--- config.mk ---
export PLATFORM = sky130hd
export DESIGN_NAME = cpu_run_ctrl
export DESIGN_NICKNAME = d
export VERILOG_FILES = /design/src/rtl/cpu_run_ctrl.sv
export SDC_FILE = /design/constraint.sdc
export NUM_CORES = 1
export LEC_CHECK = 0
export ABC_AREA = 1
export CAP_MARGIN = 30
export CORE_MARGIN = 2
export CORE_UTILIZATION = 47
export DETAILED_ROUTE_END_ITERATION = 10
export HOLD_SLACK_MARGIN = 0.06
export PLACE_DENSITY = 0.77
export RECOVER_POWER = 100
export SLEW_MARGIN = 20
export SYNTH_ARGS = -nofsm -noshare
export SYNTH_HDL_FRONTEND = slang
export SYNTH_SLANG_ARGS = --single-unit
--- constraint.sdc ---
create_clock -name clk_i -period 2.1 [get_ports clk_i]
set_input_delay 0.21 -clock clk_i [delete_from_list [all_inputs] [get_ports clk_i]]
set_output_delay 0.21 -clock clk_i [all_outputs]
set_load 0.005 [all_outputs]
--- src/rtl/cpu_run_ctrl.sv ---
// rtl/cpu_run_ctrl.sv - reset sequencer, halt detector and watchdog for NUM_CORES CPU cores
// Build option RUN_CTRL_AUTOSTART_EN: IDLE advances to HOLD without waiting for start_i.
module cpu_run_ctrl #(
   parameter int NUM_CORES = 1,
   parameter int PC_W      = 16,
   parameter int HOLD_CYC  = 2,
   parameter int TIMEOUT   = 4096,
   parameter int CNT_W     = 32
) (
   input  logic                      clk_i,
   input  logic                      rst_n_i,
   input  logic                      start_i,
   input  logic [NUM_CORES-1:0]      hlt_i,
   input  logic [NUM_CORES*PC_W-1:0] pc_i,
   output logic [NUM_CORES-1:0]      core_rst_n_o,
   output logic                      busy_o,
   output logic                      done_o,
   output logic                      timeout_o,
   output logic [NUM_CORES-1:0]      halted_o,
   output logic [NUM_CORES*PC_W-1:0] last_pc_o,
   output logic [CNT_W-1:0]          cycles_o
);

   localparam int HC_W = (HOLD_CYC > 1) ? $clog2(HOLD_CYC) : 1;
   localparam logic [HC_W-1:0]  HOLD_LAST = HC_W'(HOLD_CYC - 1);
   localparam logic [HC_W-1:0]  HC_ONE    = HC_W'(1);
   localparam logic [CNT_W-1:0] CNT_MAX   = CNT_W'(TIMEOUT);
   localparam logic [CNT_W-1:0] CNT_ONE   = CNT_W'(1);
   localparam logic [PC_W-1:0]  PC_ONE    = PC_W'(1);

   typedef enum logic [1:0] {
      ST_IDLE,
      ST_HOLD,
      ST_RUN,
      ST_DONE
   } state_e;

   state_e                      state_q, state_d;
   logic [HC_W-1:0]             hold_cnt_q, hold_cnt_d;
   logic [CNT_W-1:0]            cycles_q, cycles_d;
   logic [NUM_CORES-1:0]        halted_q, halted_d;
   logic [NUM_CORES*PC_W-1:0]   last_pc_q, last_pc_d;
   logic [NUM_CORES-1:0]        hlt_q, hlt_d;
   logic [NUM_CORES-1:0]        core_rst_n_q, core_rst_n_d;
   logic                        busy_q, busy_d;
   logic                        done_q, done_d;
   logic                        timeout_q, timeout_d;
   logic                        idle_go;
   logic                        enter_hold;

`ifdef RUN_CTRL_AUTOSTART_EN
   assign idle_go = 1'b1;
`else
   assign idle_go = start_i;
`endif

   always_comb begin
      state_d      = state_q;
      hold_cnt_d   = hold_cnt_q;
      cycles_d     = cycles_q;
      halted_d     = halted_q;
      last_pc_d    = last_pc_q;
      hlt_d        = hlt_q;
      core_rst_n_d = core_rst_n_q;
      busy_d       = busy_q;
      done_d       = done_q;
      timeout_d    = timeout_q;
      enter_hold   = 1'b0;

      case (state_q)
         ST_IDLE: enter_hold = idle_go;
         ST_HOLD: begin
            if (hold_cnt_q == HOLD_LAST) begin
               state_d      = ST_RUN;
               core_rst_n_d = '1;
            end else begin
               hold_cnt_d = hold_cnt_q + HC_ONE;
            end
         end
         ST_RUN: begin
            cycles_d = cycles_q + CNT_ONE;
            hlt_d    = hlt_i;
            // Only the first rising hlt per core is captured; pc already points past the hlt.
            for (int i = 0; i < NUM_CORES; i++) begin
               if (hlt_i[i] && !hlt_q[i] && !halted_q[i]) begin
                  halted_d[i]               = 1'b1;
                  last_pc_d[i*PC_W +: PC_W] = pc_i[i*PC_W +: PC_W] - PC_ONE;
               end
            end
            if (&halted_d) begin
               state_d = ST_DONE;
               busy_d  = 1'b0;
               done_d  = 1'b1;
            end else if (cycles_d == CNT_MAX) begin
               state_d   = ST_DONE;
               busy_d    = 1'b0;
               timeout_d = 1'b1;
            end
         end
         ST_DONE: enter_hold = start_i;
         default: state_d = ST_IDLE;
      endcase

      if (enter_hold) begin
         state_d      = ST_HOLD;
         hold_cnt_d   = '0;
         cycles_d     = '0;
         halted_d     = '0;
         last_pc_d    = '0;
         hlt_d        = '0;
         core_rst_n_d = '0;
         busy_d       = 1'b1;
         done_d       = 1'b0;
         timeout_d    = 1'b0;
      end
   end

   always_ff @(posedge clk_i or negedge rst_n_i) begin
      if (!rst_n_i) begin
         state_q      <= ST_IDLE;
         hold_cnt_q   <= '0;
         cycles_q     <= '0;
         halted_q     <= '0;
         last_pc_q    <= '0;
         hlt_q        <= '0;
         core_rst_n_q <= '0;
         busy_q       <= 1'b0;
         done_q       <= 1'b0;
         timeout_q    <= 1'b0;
      end else begin
         state_q      <= state_d;
         hold_cnt_q   <= hold_cnt_d;
         cycles_q     <= cycles_d;
         halted_q     <= halted_d;
         last_pc_q    <= last_pc_d;
         hlt_q        <= hlt_d;
         core_rst_n_q <= core_rst_n_d;
         busy_q       <= busy_d;
         done_q       <= done_d;
         timeout_q    <= timeout_d;
      end
   end

   assign core_rst_n_o = core_rst_n_q;
   assign busy_o       = busy_q;
   assign done_o       = done_q;
   assign timeout_o    = timeout_q;
   assign halted_o     = halted_q;
   assign last_pc_o    = last_pc_q;
   assign cycles_o     = cycles_q;

endmodule
Word-level counts from Yosys, hierarchy flattened --
Cells that the tools add are included.
Word-level totals: output and inout bits 53, bits of input ports 20, bits in registers 57
Cells by class: muxes and demuxes 34, reductions and logical operators 20, eq/ne operators 7, add/subtract/negate cells 3
Operators by type and width (number):
- $mux W32 | 2
- $mux W16 | 3
- $add A32 B1 Y32 const B | 1
- $eq A32 B13 Y1 const B | 1
- $mux W1 | 24
- $sub A16 B1 Y16 const B | 1
- $reduce_bool A2 Y1 | 6
- $mux W2 | 4
- $reduce_and A2 Y1 | 4
- $reduce_and A3 Y1 | 2
- $reduce_bool A3 Y1 | 2
- $eq A2 B2 Y1 const B | 2
- $ne A4 B4 Y1 const B | 1
- $pmux W2 S2 | 1
- $ne A3 B3 Y1 const B | 1
- $eq A2 B1 Y1 const B | 1
- $logic_and A1 B1 Y1 | 2
- $logic_not A1 Y1 | 2
- $logic_not A2 Y1 | 1
- $ne A2 B2 Y1 const B | 1
- $reduce_or A2 Y1 | 1
- $add A1 B1 Y1 const B | 1

Logic depth before layout (Yosys ltp) --
Gate-level depths: netlist of the first run.
word-level depth 8, depth in mapped cells 16, mapped depth without buffers 16

Worst setup path after synthesis of the first run --
Ideal clock, no wire load.
kind reg2reg, start point register cycles_q[1], in the netlist cycles_o[1], end point register state_q[0], path slack 124 ps, required time 1984 ps, arrival 1859 ps, stages on the path, launching flop included 17, period minus slack after synthesis 1976 ps, setup time 116 ps, cell sequence dfrtp_1 -> ha_1 -> nand2_2 -> nor2_8 -> nand2_2 -> nor2_4 -> nand2_2 -> nand2_2 -> nand2_1 -> nor2_1 -> nand2_1 -> nor2_2 -> nand3_2 -> nand3_2 -> nand2_2 -> nand2_1 -> nand2_1
On the way: word-level cells in the longest chain between the ends 4
Ends and longest elaborated chain:
- from (decl) | RTL line 40 | logic [CNT_W-1:0] cycles_q, cycles_d;
- from (signal assigned) | RTL line 133 | cycles_q <= cycles_d;
- $add A32 B1 Y32 | RTL line 81 | cycles_d = cycles_q + CNT_ONE;
- $eq A32 B13 Y1 | RTL line 94 | end else if (cycles_d == CNT_MAX) begin
- $ne A4 B4 Y1 (no source line)
- $reduce_and A3 Y1 (no source line)
- to (signal assigned) | RTL line 131 | state_q <= state_d;
- to (decl) | RTL line 38 | state_e state_q, state_d;
Every way passes these cells. A chain may end at the register's enable or synchronous reset.

Worst setup path in the final report of the first run --
start point register cycles_q[0], in the netlist cycles_o[0], end point register state_q[1]
Same word-level chain as after synthesis.

==> key figures, run 1 <==
Outcome
  – Run status: finished with violations
  – Failing checks: negative setup slack

Global routing
  – Total track usage: 0.2468
  – Initial antenna violation count: 0
  – Grt ovf: 0
  – Pin count of the biggest net entering global routing: 37
  – First-pass GRT wire length: approximately 17 mm
  – Vias in the first global route: around 3700

Clock tree
  – TritonCTS buffer count: 9
  – Clock buffer depth: 2
  – Root buf cell: clkbuf_8
  – Reg clk slew, reported paths: 0.07 ns
  – CTS Sinks: 57
  – Worst skew pair latency: ~0.35 ns
  – H-tree Lvls: 3
  – CTS tree: built

Timing
  – Fmax: ~470 MHz
  – Count of pins over their slew limit: 0
  – Layout Skew: 0.009257 ns
  – Final Hold Violating Endpoints: 0
  – Worst Tran Pin Value: 1.265 ns
  – Final Setup Violations: 1
  – Min Tclk post-route: ~2.1 ns
  – Setup WS post-layout: -0.008551 ns
  – Unrepaired setup endpoints after global routing: yes
  – Slew Limit Headroom: 0.1564
  – Tcrit/Tclk final: 1.004

Logic synthesis
  – Dominant cells by area after synthesis: dfrtp_1 (38%), nand2_1 (16%), nor2_1 (8.0%), nand3_1 (7.1%), inv_1 (6.8%)
  – Count leader, synth: nand2_1
  – Yosys top cell area share: 0.3835
  – Syn nets: roughly 580
  – Yosys reg bits: 57
  – Synth top cells by count: nand2_1 (162), nor2_1 (79), inv_1 (67)
  – Yosys top cell by area: dfrtp_1
  – Post-synth ARST share: 1.000
  – Unique masters post-synth: 32
  – Seq/Total Area, Yosys: 0.3835
  – Top_reg_cell synth: dfrtp_1
  – Synthesis warning total: 0
  – Post-synth EDFFs: 0
  – Mapped Area: 3720 um2
  – Cells after synthesis: 550
  – Syn_area_per_cell: 6.763 um2

Critical path
  – R2R Setup Slk: -0.009 ns
  – Source of the worst register-to-register timing path: cycles_o[0]$_DFFE_PN0P_
  – Req. time, crit path: 2.33 ns
  – Reg2reg path depth: 16
  – Worst EP arrival: 2.34 ns
  – Nature of the critical path endpoint: flip-flop
  – RR Endpoint: state_q[1]$_DFFE_PN0P_
  – Kind of critical path: flip-flop to flip-flop
  – Critical path startpoint: cycles_o[0]$_DFFE_PN0P_
  – Startpoint Class: flip-flop
  – Critical Path Fanout Max: 7

Floorplanning
  – Die area: 8642 um2
  – Die Wd: 92.97 um
  – Starting Density: 0.4839
  – Core ar.: 7687 um2
  – Std cell rows: 32
  – Die Y: 92.97 um
  – # IOs: 73

Place
  – DP HPWL: about 8 mm
  – Place WS: -0.03180 ns
  – Buffers on Ports: 72
  – Final GP Congestion: 0.9275

Hold path
  – Hold Crit Class: input pin to flip-flop
  – Hold_sp: hlt_i
  – Hold path cells: 3
  – Hold EP: hlt_q$_DFFE_PN0P_

Power and ir drop
  – Sequential group share of total power: 0.387
  – P_int: roughly 2.3 mW
  – Combinational power share: 0.347
  – Leakage: 2.278 nW
  – Pwr Density: roughly 740 nW/um2
  – Switching power: 1.306 mW
  – Tot Pwr: around 3.6 mW
  – Switching share of power: 0.3585
  – Clock share of power: 0.266
  – Peak VDD IR: around 0.47 mV

Detailed routing
  – Vias/cell: ~5.3
  – Residual DRC: 0
  – Total Wirelength: 10.38 mm
  – Vias: roughly 4000
  – TritonRoute pass-1 iters: 6
  – Routed length per instance: approximately 14 um
  – Number of routed nets with antenna violations: 0
  – Initial DRC count: 259

Cells and area
  – FF/Latch Area: about 1400 um2
  – Diode count: 0
  – Layout Utilization: 0.6423
  – Multi-input gate area: 2038 um2
  – Filler cells: 707
  – P&R area growth vs syn: 32.73%
  – Share of layout cells above drive strength 1: 0.1231
  – Fin nets: 671

Flow run
  – Max-cap violations: 0
-- flip-flops by register name, indices dropped and copies added, names as in the netlist --
signal / flops
last_pc_o: 16
busy_o: 1
done_o: 1
timeout_o: 1
cycles_o: 32
core_rst_n_o: 1
halted_o: 1
state_q: 2
hold_cnt_q: 1
hlt_q: 1
-- metal layers --
layer,vias to the layer above,track usage,part of all wire
li1,1949,-,-
met1,1827,0.2985,0.42
met2,162,0.4197,0.47
met3,17,0.06835,0.089
met4,0,0.08946,0.019
met5,-,0,0
-- through the flow --
step           area (um2)  std cells  setup TNS [ns]  hold WS, ns
2_1_floorplan        3720        550               0     -0.08559
3_3_place_gp         4668        732               0       0.2093
3_5_place_dp         4668        732        -0.05910       0.2274
4_1_cts              4860        748               0       0.4091
5_1_grt              4937        752         -0.4548       0.4868
6_report             4937        752       -0.008551       0.4552
-- how the worst max path moves through the flow --
stage	endpoint	slack, ns
finish	state_q[1]$_DFFE_PN0P_	-0.009
global route	state_q[0]$_DFFE_PN0P_	-0.18
CTS	state_q[1]$_DFFE_PN0P_	0.02
detailed placement	state_q[1]$_DFFE_PN0P_	-0.03
global placement	last_pc_o[14]$_DFFE_PN0P_	0.06
floorplan	state_q[0]$_DFFE_PN0P_	0.12
-- power by group through the flow --
stage	Combinational, mW	Sequential (mW)	Clock, mW
floorplan	0.613	1.43	0
global placement	1.28	1.42	0
detailed placement	1.30	1.43	0
CTS	1.31	1.42	0.981
global route	1.41	1.44	1.03
finish	1.26	1.41	0.967
-- what timing repair did --
action / in CTS / in global routing
hold endpoints to repair: 21 / 0
setup buffers: 0 / 4
pin swaps: 0 / 8
endpoints found under the setup margin: 2 / 4
hold buffers: 1 / 0
resized for setup: 1 / 20
-- cell families (layout without fill, tap and decap cells) --
kind of cell / after synthesis / after routing / synth area share
xor+xnor: 12 / 12 / 0.02826
buf+inv: 79 / 179 / 0.08106
simple gates: 335 / 335 / 0.4009
compound gates: 62 / 62 / 0.08947
flops: 57 / 57 / 0.3835
fa+ha+maj: 5 / 5 / 0.01682
-- area by class of cell --
type / instances / area share
multi-input combinational: 414 / 0.4128
sequential: 57 / 0.2897
timing repair buffer: 95 / 0.1827
inverter: 69 / 0.05246
clock buffer: 12 / 0.03345
tap: 102 / 0.02585
clock inverter: 3 / 0.003041
-- layout by cell type, fill, tap and decap left out, types with 4 or more instances in the layout --
master,count
nor2_4,9
nand4_1,4
xor2_1,9
o21ai_0,41
dfrtp_1,54
clkdlybuf4s50_1,44
dlygate4sd3_1,28
nand2_1,158
ha_1,4
nor2_2,10
inv_1,67
o22ai_1,13
nand3_1,53
clkbuf_8,12
nor3_1,5
buf_4,21
nand2_2,11
nor2_1,73
-- worst max-delay path, cell delays in order, from the launching register on --
cell	delay, ns
dfrtp_1	0.38
ha_2	0.22
nand2_4	0.07
nor2_8	0.18
nand2_4	0.10
nor2_4	0.16
nand2_1	0.07
nand2_1	0.07
nand2_2	0.08
nor2_2	0.12
nand2_2	0.08
nor2_2	0.12
nand3_2	0.08
nand3_2	0.09
nand2_2	0.06
nand2_1	0.06
nand2_1	0.05
No activity file was read; power rests on OpenSTA's default activity.
==> run 2: changes to the inputs <==
--- a/config.mk
+++ b/config.mk
@@ -8,10 +8,11 @@
 export ABC_AREA = 1
 export CAP_MARGIN = 30
 export CORE_MARGIN = 2
-export CORE_UTILIZATION = 47
+export CORE_UTILIZATION = 50
 export DETAILED_ROUTE_END_ITERATION = 10
+export DONT_BUFFER_PORTS = 1
 export HOLD_SLACK_MARGIN = 0.06
-export PLACE_DENSITY = 0.77
+export PLACE_DENSITY = 0.68
 export RECOVER_POWER = 100
 export SLEW_MARGIN = 20
 export SYNTH_ARGS = -nofsm -noshare
==> run 2 against run 1 <==
Compared with the run above: the flow now finishes without violations; highest routed layer unchanged; count of clock-buffer cells in the layout is 1 lower; first-iteration DRC count is 23% higher; critical path depth is 3 lower; clock power is 11% higher; via count is 7.5% lower; routed wire length is 0.58% lower; final cell count is 8.1% lower; total power is 4.6% lower; clock skew is 0.0029 ns higher; maximum frequency is 0.66% higher; critical path type unchanged; design area is 12% lower; largest power group unchanged; setup slack better by 0.014 ns.
==> key figures, run 2 (same netlist as run 1, synthesis figures left out) <==
Outcome
  – Run status: complete, no violations

Clock tree
  – Worst skew pair latency: 0.35 ns (about the same)
  – Root buf cell: clkbuf_8
  – Reg clk slew, reported paths: 0.08 ns (about the same)
  – Clock buffer depth: 2 (unchanged)
  – TritonCTS buffer count: 9 (unchanged)
  – H-tree Lvls: 3 (unchanged)
  – CTS tree: built
  – CTS Sinks: 57 (unchanged)

Detailed routing
  – TritonRoute pass-1 iters: 6 (unchanged)
  – Residual DRC: 0 (unchanged)
  – Initial DRC count: 318 (+23%)
  – Total Wirelength: 10.32 mm (-0.58%)
  – Routed length per instance: 14.94 um (+8.2%)
  – Vias/cell: 5.294 (+0.66%)
  – Vias: 3658 (-7.5%)
  – Number of routed nets with antenna violations: 0 (unchanged)

Timing
  – Slew Limit Headroom: 0.03739 (-0.1190)
  – Layout Skew: 0.01216 ns (+0.002901 ns)
  – Final Setup Violations: 0 (-1)
  – Fmax: 477.4 MHz (+0.66%)
  – Min Tclk post-route: 2.095 ns (-0.01378 ns)
  – Worst hold slack: 0.06068 ns (-0.3945 ns)
  – Unrepaired setup endpoints after global routing: yes
  – Count of pins over their slew limit: 0 (unchanged)
  – Final Hold Violating Endpoints: 0 (unchanged)
  – Tcrit/Tclk final: 0.9975 (-0.006564)
  – Worst Tran Pin Value: 1.444 ns (+0.1785 ns)

Global routing
  – Pin count of the biggest net entering global routing: 58 (+57%)
  – Vias in the first global route: 3576 (-4.5%)
  – Initial antenna violation count: 0 (unchanged)
  – First-pass GRT wire length: 16.83 mm (about the same)
  – Total track usage: 0.2577 (+0.01094)
  – Grt ovf: 0 (unchanged)

Floorplanning
  – Die area: 8146 um2 (-5.7%)
  – Starting Density: 0.5156 (+0.03172)
  – # IOs: 73 (unchanged)
  – Die Y: 90.26 um (-2.9%)
  – Core ar.: 7214 um2 (-6.2%)
  – Std cell rows: 31 (-3.1%)
  – Die Wd: 90.26 um (-2.9%)

Critical path
  – Worst path max stage delay: 0.42 ns (+0.04 ns)
  – Req. time, crit path: 2.33 ns (about the same)
  – CP cell instances: ha_4 > buf_4 > nand3_1 > nor2_2 > xor2_1 > nor2_1 > nand3b_1 > nor2_2 > nand3_2 > nand3_2 > nand2_2 > nand2_1 > nand2_1
  – Bufs and invs on worst path: 1 (+1)
  – Family with the most delay on the worst path: simple AND/OR/NAND/NOR gates
  – Nature of the critical path endpoint: flip-flop
  – Kind of critical path: flip-flop to flip-flop
  – Worst EP arrival: 2.32 ns (-0.02 ns)
  – Startpoint Class: flip-flop
  – Critical Path Fanout Max: 3 (-4)
  – Slowest-stage cell, CP: dfrtp_1

Cells and area
  – Fin nets: 612 (-8.8%)
  – Max reg flops: 32 (unchanged)
  – Commonest non-fill, non-tap cell in the layout: nand2_1
  – Diode count: 0 (unchanged)
  – Cell Count, Final, Fillers Out: 691 (-8.1%)
  – P&R area growth vs syn: 17.36%
  – Share of layout cells above drive strength 1: 0.1470 (+0.02388)
  – Layout Utilization: 0.6051 (-0.03715)
  – Most frequent cells in the layout: nand2_1 (159), nor2_1 (69), inv_1 (67)

Place
  – Buffers on Ports: 0 (-100%)
  – Dpl cells: 663 (-9.4%)
  – Final GP Congestion: 0.8941 (-3.6%)
  – DP HPWL: 7.489 mm (-3.7%)

Power and ir drop
  – Peak VDD IR: 0.7445 mV (+57%)
  – Pwr Density: 796.0 nW/um2 (+7.9%)
  – Tot Pwr: 3.475 mW (-4.6%)
  – Leakage: 2.003 nW (-12%)

Hold path
  – Hold Crit Class: input pin to flip-flop

Flow run
  – Max-cap violations: 0 (unchanged)
[run 2: changes by cell type in the layout (fill, tap and decap cells not counted), moves of 2 or more]
cell             before  now
nand2_2              11    9
dlygate4sd3_1        28    8
clkbuf_8             12   10
nor2_4                9   11
clkinvlp_4            0    2
nor2_1               73   69
clkbuf_1              1    5
clkdlybuf4s50_1      44    0
nor2_2               10   12
[run 2: worst reg2reg max path, cell delays in order (launching register included)]
cell and delay, ns:
dfrtp_1 0.42, ha_4 0.17, buf_4 0.13, nand3_1 0.10, nor2_2 0.18, xor2_1 0.11, nor2_1 0.20, nand3b_1 0.15
nor2_2 0.14, nand3_2 0.09, nand3_2 0.09, nand2_2 0.06, nand2_1 0.06, nand2_1 0.06
[run 2: layer usage]
metal	global-route usage	wire length, um	vias up	share of wire
li1	-	-	1827	-
met1	0.3080	4278	1672	0.41
met2	0.4398	4933	139	0.48
met3	0.06594	888	20	0.086
met4	0.1115	220	0	0.021
met5	0	0	-	0
[run 2: timing repair]
action	CTS	global route
buffers inserted	0	3
hold buffers	9	0
resized for setup	2	29
pin swaps	0	14
endpoints found under the setup margin	2	4
hold endpoints to repair	64	0
[run 2: cell type report]
| cell class | count | area [um2] |
|---|---|---|
| clock buffers | 11 | 141.4 |
| clock inverters | 5 | 55.05 |
| fillers | 705 | 2849 |
| inverters | 69 | 259.0 |
| multi-input cells | 414 | 2078 |
| flip-flops and latches | 57 | 1431 |
| well taps | 99 | 123.9 |
| repair buffers | 36 | 276.5 |
[run 2: final timing paths]
check,startpoint,end,slack [ns],cells after the start
worst max-delay path,cycles_o[0]$_DFFE_PN0P_,state_q[1]$_DFFE_PN0P_,0.005,13
worst min-delay path,pc_i[5],last_pc_o[5]$_DFFE_PN0P_,0.06,2
worst max register to register,cycles_o[0]$_DFFE_PN0P_,state_q[1]$_DFFE_PN0P_,0.005,13
worst min register to register,state_q[0]$_DFFE_PN0P_,state_q[0]$_DFFE_PN0P_,0.51,2
max in group asynchronous,rst_n_i,cycles_o[19]$_DFFE_PN0P_,0.37,2
min in group asynchronous,rst_n_i,cycles_o[11]$_DFFE_PN0P_,0.75,2
[run 2: through the flow]
step                worst slack, ns  cell area [um2]  TNS [ns]
finish                     0.005233             4365         0
global route                -0.1673             4365   -0.4415
CTS                         0.01239             4289         0
detailed placement         -0.03629             3981  -0.04629
global placement            0.01420             3981         0
floorplan                    0.1244             3720         0
[run 2: report_power, final]
part	switching (mW)	total (mW)	internal [mW]
Combinational	0.634	0.947	0.314
Sequential	0.167	1.46	1.29
Clock	0.491	1.07	0.576
Total	1.29	3.47	2.18
